**config.mk**
```make
export PLATFORM = sky130hd
export DESIGN_NAME = zigzag_scan
export DESIGN_NICKNAME = d
export VERILOG_FILES = /design/src/rtl/zigzag_pkg.sv /design/src/rtl/zigzag_scan.sv
export SDC_FILE = /design/constraint.sdc
export NUM_CORES = 1
export LEC_CHECK = 0
export CORE_MARGIN = 2
export CORE_UTILIZATION = 45
export DETAILED_ROUTE_END_ITERATION = 10
export PLACE_DENSITY = 0.69
export SLEW_MARGIN = 10
export SYNTH_ARGS = -nofsm -noshare
export SYNTH_HDL_FRONTEND = slang
export SYNTH_SLANG_ARGS = --single-unit
```
**constraint.sdc**
```tcl
create_clock -name clk -period 2.4 [get_ports clk]
set_input_delay 0.36 -clock clk [delete_from_list [all_inputs] [get_ports clk]]
set_output_delay 0.36 -clock clk [all_outputs]
set_load 0.005 [all_outputs]
```
**src/rtl/zigzag_pkg.sv**
```systemverilog
// Shared types for the zigzag coefficient scan generator.
// State and scan-direction encodings used by zigzag_scan.
package zigzag_pkg;

  typedef enum logic {
    IDLE = 1'b0,
    SCAN = 1'b1
  } state_e;

  typedef enum logic {
    UP   = 1'b0,
    DOWN = 1'b1
  } dir_e;

endpackage

```
**src/rtl/zigzag_scan.sv**
```systemverilog
// Zigzag scan address generator: emits one (x, y) coordinate of a
// COL x ROW block per clock after a start pulse, flagging the last one.
module zigzag_scan
  import zigzag_pkg::*;
#(
  parameter int COL = 8,
  parameter int ROW = 8,
  localparam int XW = $clog2(COL),
  localparam int YW = $clog2(ROW)
) (
  input  logic          clk,
  input  logic          rst_n,
  input  logic          start,
  output logic          done,
  output logic [XW-1:0] x,
  output logic [YW-1:0] y,
  output logic          valid
);

  localparam logic [XW-1:0] XMAX = XW'(COL - 1);
  localparam logic [YW-1:0] YMAX = YW'(ROW - 1);

  state_e        state_q;
  dir_e          dir_q;
  dir_e          dir_d;
  logic [XW-1:0] x_q;
  logic [XW-1:0] x_d;
  logic [YW-1:0] y_q;
  logic [YW-1:0] y_d;
  logic          valid_q;
  logic          done_q;
  logic          done_d;
  logic          last;

  assign x     = x_q;
  assign y     = y_q;
  assign valid = valid_q;
  assign done  = done_q;

  assign last = (x_q == XMAX) && (y_q == YMAX);

  // Edge tests run in priority order so corners of
  // non-square blocks pick the right turn.
  always_comb begin
    x_d   = x_q;
    y_d   = y_q;
    dir_d = dir_q;
    unique case (dir_q)
      UP: begin
        if (x_q == XMAX) begin
          y_d   = y_q + 1'b1;
          dir_d = DOWN;
        end else if (y_q == '0) begin
          x_d   = x_q + 1'b1;
          dir_d = DOWN;
        end else begin
          x_d = x_q + 1'b1;
          y_d = y_q - 1'b1;
        end
      end
      DOWN: begin
        if (y_q == YMAX) begin
          x_d   = x_q + 1'b1;
          dir_d = UP;
        end else if (x_q == '0) begin
          y_d   = y_q + 1'b1;
          dir_d = UP;
        end else begin
          x_d = x_q - 1'b1;
          y_d = y_q + 1'b1;
        end
      end
    endcase
  end

  assign done_d = (x_d == XMAX) && (y_d == YMAX);

  // rst_n asserts high despite its name.
  always_ff @(posedge clk) begin
    if (rst_n) begin
      state_q <= IDLE;
      dir_q   <= UP;
      x_q     <= '0;
      y_q     <= '0;
      valid_q <= 1'b0;
      done_q  <= 1'b0;
    end else begin
      unique case (state_q)
        IDLE: begin
          x_q    <= '0;
          y_q    <= '0;
          dir_q  <= UP;
          done_q <= 1'b0;
          if (start) begin
            state_q <= SCAN;
            valid_q <= 1'b1;
          end else begin
            valid_q <= 1'b0;
          end
        end
        SCAN: begin
          if (last) begin
            state_q <= IDLE;
            dir_q   <= UP;
            x_q     <= '0;
            y_q     <= '0;
            valid_q <= 1'b0;
            done_q  <= 1'b0;
          end else begin
            dir_q   <= dir_d;
            x_q     <= x_d;
            y_q     <= y_d;
            valid_q <= 1'b1;
            done_q  <= done_d;
          end
        end
      endcase
    end
  end

endmodule

```
==> results of run 1 <==
[cell type report]
| class | instances | area share, % |
|---|---|---|
| inverters | 9 | 4.13 |
| well taps | 15 | 2.30 |
| multi-input cells | 57 | 56.0 |
| repair buffers | 10 | 12.3 |
| clock buffers | 4 | 3.22 |
| flip-flops and latches | 9 | 22.1 |
[worst max-delay path: stages, from the launching register on]
cell       delay, ps
dfxtp_1          340
ha_1             230
ha_1             260
nand3_1          170
nand3b_2         180
a2111oi_4        330
nand2_2           80
nor4_2           260
[power by group through the flow]
stage | Sequential, mW | Combinational [mW] | Clock [mW]
after global placement | 0.172 | 0.0917 | 0
after floorplan | 0.168 | 0.0674 | 0
after global routing | 0.170 | 0.103 | 0.128
after CTS | 0.168 | 0.0920 | 0.119
after detailed placement | 0.172 | 0.0913 | 0
final | 0.168 | 0.0918 | 0.114
[through the flow]
stage	std cells	area [um^2]	hold WS (ps)	util, %	setup slack (ps)
floorplan	76	677	467	-	650
global placement	100	791	573	58.6	556
detailed placement	100	791	571	58.6	482
CTS	104	817	590	60.5	458
global route	104	817	618	60.5	281
finish	104	817	583	60.5	458
[cell families (layout without fill, tap and decap cells)]
kind of cell | count (synthesis) | count (layout) | synth area share [%]
adders and majority gates | 10 | 10 | 18.5
and+or+nand+nor | 31 | 31 | 27.0
xor gates and xnor gates | 2 | 2 | 2.59
DFF | 9 | 9 | 26.6
AOI/OAI and AO/OA | 12 | 12 | 16.5
buffers and inverters | 10 | 23 | 5.73
muxes | 2 | 2 | 3.14
[registers in the layout, summed over array words and instances, names as in the netlist]
signal	cells
done	1
dir_q	1
valid	1
x	3
y	3
[worst paths after layout]
path	start	slack, ps	to	depth (start not counted)
worst max register to register	y[0]$_SDFF_PP0_	460	done$_SDFF_PP0_	7
worst min-delay path	valid$_SDFF_PP0_	580	valid$_SDFF_PP0_	3
worst max-delay path	y[0]$_SDFF_PP0_	460	done$_SDFF_PP0_	7
worst min register to register	valid$_SDFF_PP0_	580	valid$_SDFF_PP0_	3
[cell usage in the layout (no fill, tap or decap)]
cell type,instances
a2111oi_4,1
nand3_1,1
and4b_1,2
nor4_2,1
nor4_1,2
nand2b_1,3
ha_1,10
clkbuf_1,1
o31ai_1,1
clkbuf_4,3
a211oi_2,1
a311oi_1,2
a21oi_1,1
xnor2_1,2
o22ai_1,2
mux2i_1,1
o21ai_0,1
nand2_1,5
and2_1,1
nor2_1,7
nand2_2,1
clkdlybuf4s50_1,10
o32ai_1,1
dfxtp_1,9
inv_1,9
mux2_2,1
nand3b_2,1
nor3_1,3
o21ai_1,1
and2b_1,2
a41o_1,1
nor3b_1,2
[layer usage]
metal  share of wire, %  GRT usage, %
met5                  0             0
met4               0.31          9.38
met3                2.6          1.70
met2                 46          25.5
met1                 51          24.7
==> impl_metrics.yaml, run 1 <==
clock_network:
  postCtsSetupBuffers: 0
  cts_tree: "done"
  clkSinkCount: 9
  cts_root_buf: "clkbuf_4"
  clock_path_buffers: 2
  worstSkewPairLatency_ps: 250
  cts_resized: 0
  cts_hold_buffers: 0
  cts_buffers: 3
  clkSlewWorstSetupHoldPaths_ps: 60
  htree_levels: 1
yosys:
  syn-cell-area_um2: 677
  synth_area_leader_cell: "dfxtp_1"
  async_flop_share_pct: 0
  synth.most_common_cell: "ha_1"
  yosys.area.top_type_share_pct: 26.6
  ys.flop_type: "dfxtp_1"
  synth_common_cells: "ha_1 (10), dfxtp_1 (9), inv_1 (9)"
  syn_nets: 89
  syn-instance-count: 76
  syn_area_per_cell_um2: 8.91
  yosysWarnings: 0
  yosysSeqAreaShare_pct: 26.6
  synth_area_leaders: "dfxtp_1 (27%), ha_1 (18%), inv_1 (5.0%)"
  synth_cell_types: 30
  synth_edf_count: 0
  ys_ff_latch: 9
run_status:
  status: "completed"
power:
  leakage_nw: 0.327
  power.internal_mw: 0.266
  p_clk_share_pct: 30.4
  power.total_mw: 0.374
  comb_power_share_pct: 24.6
  power_switching_mw: 0.107
  cellPowerDensity_mw_per_mm2: 458
  p_seq_share_pct: 45.0
  vdd_drop_max_v: 0.000315
  switching_share_pct: 28.8
routing:
  drc_errors: 0
  vias: 555
  first_pass_iters: 3
  drtIter0Drc: 5
  via_per_inst: 5.34
  antenna_left: 0
  wl_per_cell_um: 12.4
  wl_um: 1290
timing:
  fmax_mhz: 515
  slew_viol_final: 0
  setup_violations: 0
  period_share_pct: 80.9
  rsz0062_at_grt: "no"
  tightestPinTransition_ps: 325
  relSlewSlack_pct: 78.1
  fin_worst_skew_ps: 1.06
  final.min_clock_period_ps: 1940
  hold_violations: 0
  fin_setup_tns_ps: 0
worst_setup_path:
  end_kind: "flip-flop"
  arrival_ps: 2110
  cp_max_fo: 7
  critPathKind: "reg2reg"
  critPathRequiredTime_ps: 2560
  startpoint_type: "flip-flop"
final_layout:
  drive_above_1_share_pct: 10.1
  n_antenna_cell: 0
  area_delta_synth_final_pct: 20.7
  n_fill_cell: 134
  regArea_um2: 180
  multi_input_area_um2: 458
  fin_nets: 103
hold_path:
  hold_path_class: "reg2reg"
global_route:
  grt.total_usage_pct: 17.4
  antenna_found_initial: 0
  grt_pass1_vias: 554
  overflow: 0
  grt_pass1_wl_um: 2440
  grt_max_degree: 10
placement:
  routabilityCongestion: 0.799
  portBuffers: 10
  dp_hpwl_um: 1060
floorplanning:
  row_count: 13
  start_util_pct: 50.1
  core_mm2: 0.00135
  die_h_um: 42.8
  die-area_mm2: 0.00183
  num_io_pins: 11
  die_x_um: 42.8
run:
  cap_violations: 0
Note: power is estimated with default switching activity, not from simulation.
==> run 2, diff against run 1 <==
PLACE_DENSITY = 0.72   (was 0.69)
clock period = 1.78 ns   (was 2.4 ns; I/O delays follow)
==> impl_metrics.yaml, run 2 (same netlist as run 1, synthesis figures left out) <==
run_status:
  status: "completed"
timing:
  slew_viol_final: 0
  relSlewSlack_pct: 72.7
  final.min_clock_period_ps: 1700
  tightestPinTransition_ps: 406
  fmax_mhz: 588
  period_share_pct: 95.5
  fin_worst_skew_ps: 2.34
  hold_violations: 0
  setup_violations: 0
  holdWs_ps: 547
worst_setup_path:
  r2r-end: "done$_SDFF_PP0_"
  crit_end: "done$_SDFF_PP0_"
  cp-startpoint: "x[1]$_SDFF_PP0_"
  arrival_ps: 1870
  critPathKind: "reg2reg"
  end_kind: "flip-flop"
  cp_max_fo: 6
  rr_worst_depth: 7
  rrSetupSlack_ps: 80
  critPathRequiredTime_ps: 1950
  r2r-start: "x[1]$_SDFF_PP0_"
  startpoint_type: "flip-flop"
routing:
  wl_um: 1400
  antenna_left: 0
  via_per_inst: 5.26
  drtIter0Drc: 10
  vias: 579
  drc_errors: 0
  wl_per_cell_um: 12.7
  first_pass_iters: 4
final_layout:
  n_fill_cell: 118
  design_area_um2: 901
  final_common_cell: "clkdlybuf4s50_1"
  regArea_um2: 183
  n_antenna_cell: 0
  drive_above_1_share_pct: 23.2
  multi_input_area_um2: 494
  area_delta_synth_final_pct: 33.1
  final_cell_mix: "clkdlybuf4s50_1 (10), inv_1 (9), ha_1 (9)"
  final_util_pct: 66.7
  fin_nets: 109
placement:
  dp_hpwl_um: 1110
  postPlaceCellArea_um2: 836
  routabilityCongestion: 0.850
  portBuffers: 10
power:
  power.total_mw: 0.529
  cellPowerDensity_mw_per_mm2: 588
  vdd_drop_max_v: 0.000368
  leakage_nw: 0.361
floorplanning:
  row_count: 13
  num_io_pins: 11
  die_x_um: 42.8
  core_mm2: 0.00135
  die-area_mm2: 0.00183
  die_h_um: 42.8
  start_util_pct: 50.1
clock_network:
  clkSlewWorstSetupHoldPaths_ps: 60
  worstSkewPairLatency_ps: 260
  cts_root_buf: "clkbuf_4"
  htree_levels: 1
  cts_tree: "done"
  postCtsSetupBuffers: 0
  clkSinkCount: 9
  cts_buffers: 3
  clock_path_buffers: 2
  cts_hold_buffers: 0
global_route:
  grt.total_usage_pct: 17.4
  antenna_found_initial: 0
  overflow: 0
  grt_pass1_vias: 572
  grt_pass1_wl_um: 2410
  grt_max_degree: 10
run:
  cap_violations: 0
hold_path:
  hold_path_class: "in2reg"
-- run 2: where the power goes --
group | leakage [nW] | total, mW | switching (mW) | internal (mW)
clock network | 0.0150 | 0.159 | 0.0726 | 0.0864
registers | 0.0741 | 0.227 | 0.0155 | 0.212
logic | 0.271 | 0.143 | 0.0673 | 0.0756
-- run 2: area by class of cell --
class	count	share of cell area, %
multi-input combinational	57	54.9
sequential	9	20.3
timing repair buffer	16	16.1
inverter	9	3.75
clock buffer	4	2.92
tap	15	2.08
-- run 2: what timing repair did --
item                                    in CTS  in global routing
gates resized for setup                      1                  7
endpoints found under the setup margin       1                  1
cloned                                       0                  0
pin swaps                                    0                  1
-- run 2: worst min path at each step --
stage                                start                to  slack, ps  cells past startpoint
after floorplan                      start  valid$_SDFF_PP0_        370                      2
after global placement    valid$_SDFF_PP0_   x[2]$_SDFF_PP0_        550                      2
after detailed placement  valid$_SDFF_PP0_  valid$_SDFF_PP0_        550                      3
after CTS                            start  valid$_SDFF_PP0_        550                      3
after global routing                 start  valid$_SDFF_PP0_        570                      3
final                                start  valid$_SDFF_PP0_        550                      3
-- run 2: critical path, stage by stage, from the launching register on --
cell	delay (ps)
dfxtp_2	380
inv_1	100
ha_1	210
and2b_1	210
a211oi_2	60
a2111oi_4	350
nand2_2	80
nor4_2	230
-- run 2: routing by layer --
| layer | GRT usage (%) | routed length [um] | up-vias |
|---|---|---|---|
| met5 | 0 | 0 | - |
| met4 | 8.75 | 18 | 0 |
| met3 | 3.83 | 34 | 2 |
| met2 | 27.3 | 652 | 11 |
| met1 | 22.2 | 690 | 258 |
| li1 | - | - | 308 |
-- run 2: per-stage QoR --
step | setup TNS [ps] | setup slack [ps] | cells
2_1_floorplan | 0 | 29.9 | 76
3_3_place_gp | 0 | 64.9 | 106
3_5_place_dp | 0 | 11.7 | 106
4_1_cts | 0 | 25.6 | 110
5_1_grt | -5.39 | -5.39 | 110
6_report | 0 | 80.6 | 110
==> run 3, diff against run 2 <==
--- a/config.mk
+++ b/config.mk
@@ -9,5 +9,5 @@
 export CORE_UTILIZATION = 45
 export DETAILED_ROUTE_END_ITERATION = 10
-export PLACE_DENSITY = 0.72
+export PLACE_DENSITY = 0.69
 export SLEW_MARGIN = 10
 export SYNTH_ARGS = -nofsm -noshare
==> constraint.sdc (replaced) <==
create_clock -name clk -period 1.9 [get_ports clk]
set_input_delay 0.285 -clock clk [delete_from_list [all_inputs] [get_ports clk]]
set_output_delay 0.285 -clock clk [all_outputs]
set_load 0.02 [all_outputs]
==> impl_metrics.yaml, run 3 (same netlist as run 1, synthesis figures left out) <==
run_status:
  status: "completed"
power:
  power.total_mw: 0.498
  leakage_nw: 0.334
  cellPowerDensity_mw_per_mm2: 579
  vdd_drop_max_v: 0.000333
routing:
  vias: 600
  met3_length_um: 32
  drtIter0Drc: 10
  wl_met2_um: 709
  wl_um: 1460
  first_pass_iters: 2
  wl_per_cell_um: 13.7
  antenna_left: 0
  via_per_inst: 5.66
  drc_errors: 0
  drt-met1-wl_um: 688
  topRoutingLayerUsed: "met4"
final_layout:
  n_antenna_cell: 0
  final_common_cell: "clkdlybuf4s50_1"
  drive_above_1_share_pct: 19.8
  fin_nets: 105
  area_delta_synth_final_pct: 27.2
  final_cell_mix: "clkdlybuf4s50_1 (10), inv_1 (9), ha_1 (8)"
  design_area_um2: 861
  stdcell_count: 106
hold_path:
  hold_path_class: "in2reg"
  hold_path_startpoint: "start"
  min_path_cells: 3
  hold-path-endpoint: "valid$_SDFF_PP0_"
timing:
  worst_slack_ps: 128
  hold_violations: 0
  relSlewSlack_pct: 72.2
  period_share_pct: 93.2
  fmax_mhz: 564
  final.min_clock_period_ps: 1770
  tightestPinTransition_ps: 414
  slew_viol_final: 0
  setup_violations: 0
  fin_worst_skew_ps: 3.79
worst_setup_path:
  rr_worst_depth: 7
  r2r-end: "done$_SDFF_PP0_"
  arrival_ps: 1940
  rrSetupSlack_ps: 130
  startpoint_type: "flip-flop"
  r2r-start: "y[1]$_SDFF_PP0_"
  end_kind: "flip-flop"
  cp_max_fo: 7
  critPathRequiredTime_ps: 2070
  critPathKind: "reg2reg"
floorplanning:
  die-area_mm2: 0.00183
  die_h_um: 42.8
  core_mm2: 0.00135
  start_util_pct: 50.1
  num_io_pins: 11
  row_count: 13
  die_x_um: 42.8
global_route:
  overflow: 0
  grt_max_degree: 10
  grt_pass1_wl_um: 2490
  antenna_found_initial: 0
  grt_pass1_vias: 557
  grt.total_usage_pct: 18.3
placement:
  dp_hpwl_um: 1110
  portBuffers: 10
  routabilityCongestion: 0.818
  place_inst: 102
  pre_cts_ws_ps: 28.7
  postPlaceCellArea_um2: 806
run:
  cap_violations: 0
clock_network:
  worstSkewPairLatency_ps: 260
  htree_levels: 1
  clkSlewWorstSetupHoldPaths_ps: 60
  clock_path_buffers: 2
  cts_tree: "done"
  cts_root_buf: "clkbuf_4"
  clkSinkCount: 9
  cts_hold_buffers: 0
  postCtsSetupBuffers: 0
  cts_buffers: 3
[run 3: cell types whose count changed in the layout (fill, tap and decap cells not counted)]
cell and delta:
buf_4 -4, dfxtp_1 -1, dfxtp_2 +1, ha_1 -1, ha_2 +1, nand2b_1 +1, nand2b_4 -1, o22ai_1 +1
o22ai_2 -1
[run 3: per-layer routing]
metal	global-route usage, %	vias up
met3	3.83	4
met1	24.4	288
met4	9.38	0
met2	27.6	9
li1	-	299
met5	0	-
[run 3: critical path, stage by stage (launching register included)]
cell       delay [ps]
dfxtp_2           370
ha_2              220
ha_4              170
nand2b_1          150
a211oi_2           70
a2111oi_4         350
nand2_2            80
nor4_2            270
[run 3: how the worst max path moves through the flow]
stage	start	end	slack, ps	cells past startpoint
2_1_floorplan	y[1]$_SDFF_PP0_	done$_SDFF_PP0_	60	7
3_3_place_gp	y[1]$_SDFF_PP0_	done$_SDFF_PP0_	110	7
3_5_place_dp	y[1]$_SDFF_PP0_	done$_SDFF_PP0_	30	7
4_1_cts	y[1]$_SDFF_PP0_	done$_SDFF_PP0_	7	7
5_1_grt	y[1]$_SDFF_PP0_	done$_SDFF_PP0_	-6	7
6_report	y[1]$_SDFF_PP0_	done$_SDFF_PP0_	130	7
[run 3: final cells by class]
| type | count | area, um^2 |
|---|---|---|
| Inverter | 9 | 33.8 |
| Multi-Input combinational cell | 57 | 483 |
| Clock buffer | 4 | 26.3 |
| Fill cell | 125 | 489 |
| Sequential cell | 9 | 184 |
| Timing Repair Buffer | 12 | 115 |
| Tap cell | 15 | 18.8 |
[run 3: through the flow]
| step | hold slack, ps | util (%) | TNS, ps |
|---|---|---|---|
| 2_1_floorplan | 392 | - | 0 |
| 3_3_place_gp | 556 | 59.7 | 0 |
| 3_5_place_dp | 562 | 59.7 | 0 |
| 4_1_cts | 561 | 61.8 | 0 |
| 5_1_grt | 595 | 63.8 | -5.97 |
| 6_report | 563 | 63.8 | 0 |
[run 3: what timing repair did]
action | in CTS | in global routing
pin swaps | 0 | 0
setup endpoints to repair | 1 | 1
gates cloned | 0 | 0
endpoints found under the hold margin | 0 | 0
resized for setup | 1 | 7
[run 3: where the power goes]
part / internal (mW) / switching, mW
Clock: 0.0811 / 0.0692
Sequential: 0.199 / 0.0150
Combinational: 0.0638 / 0.0706
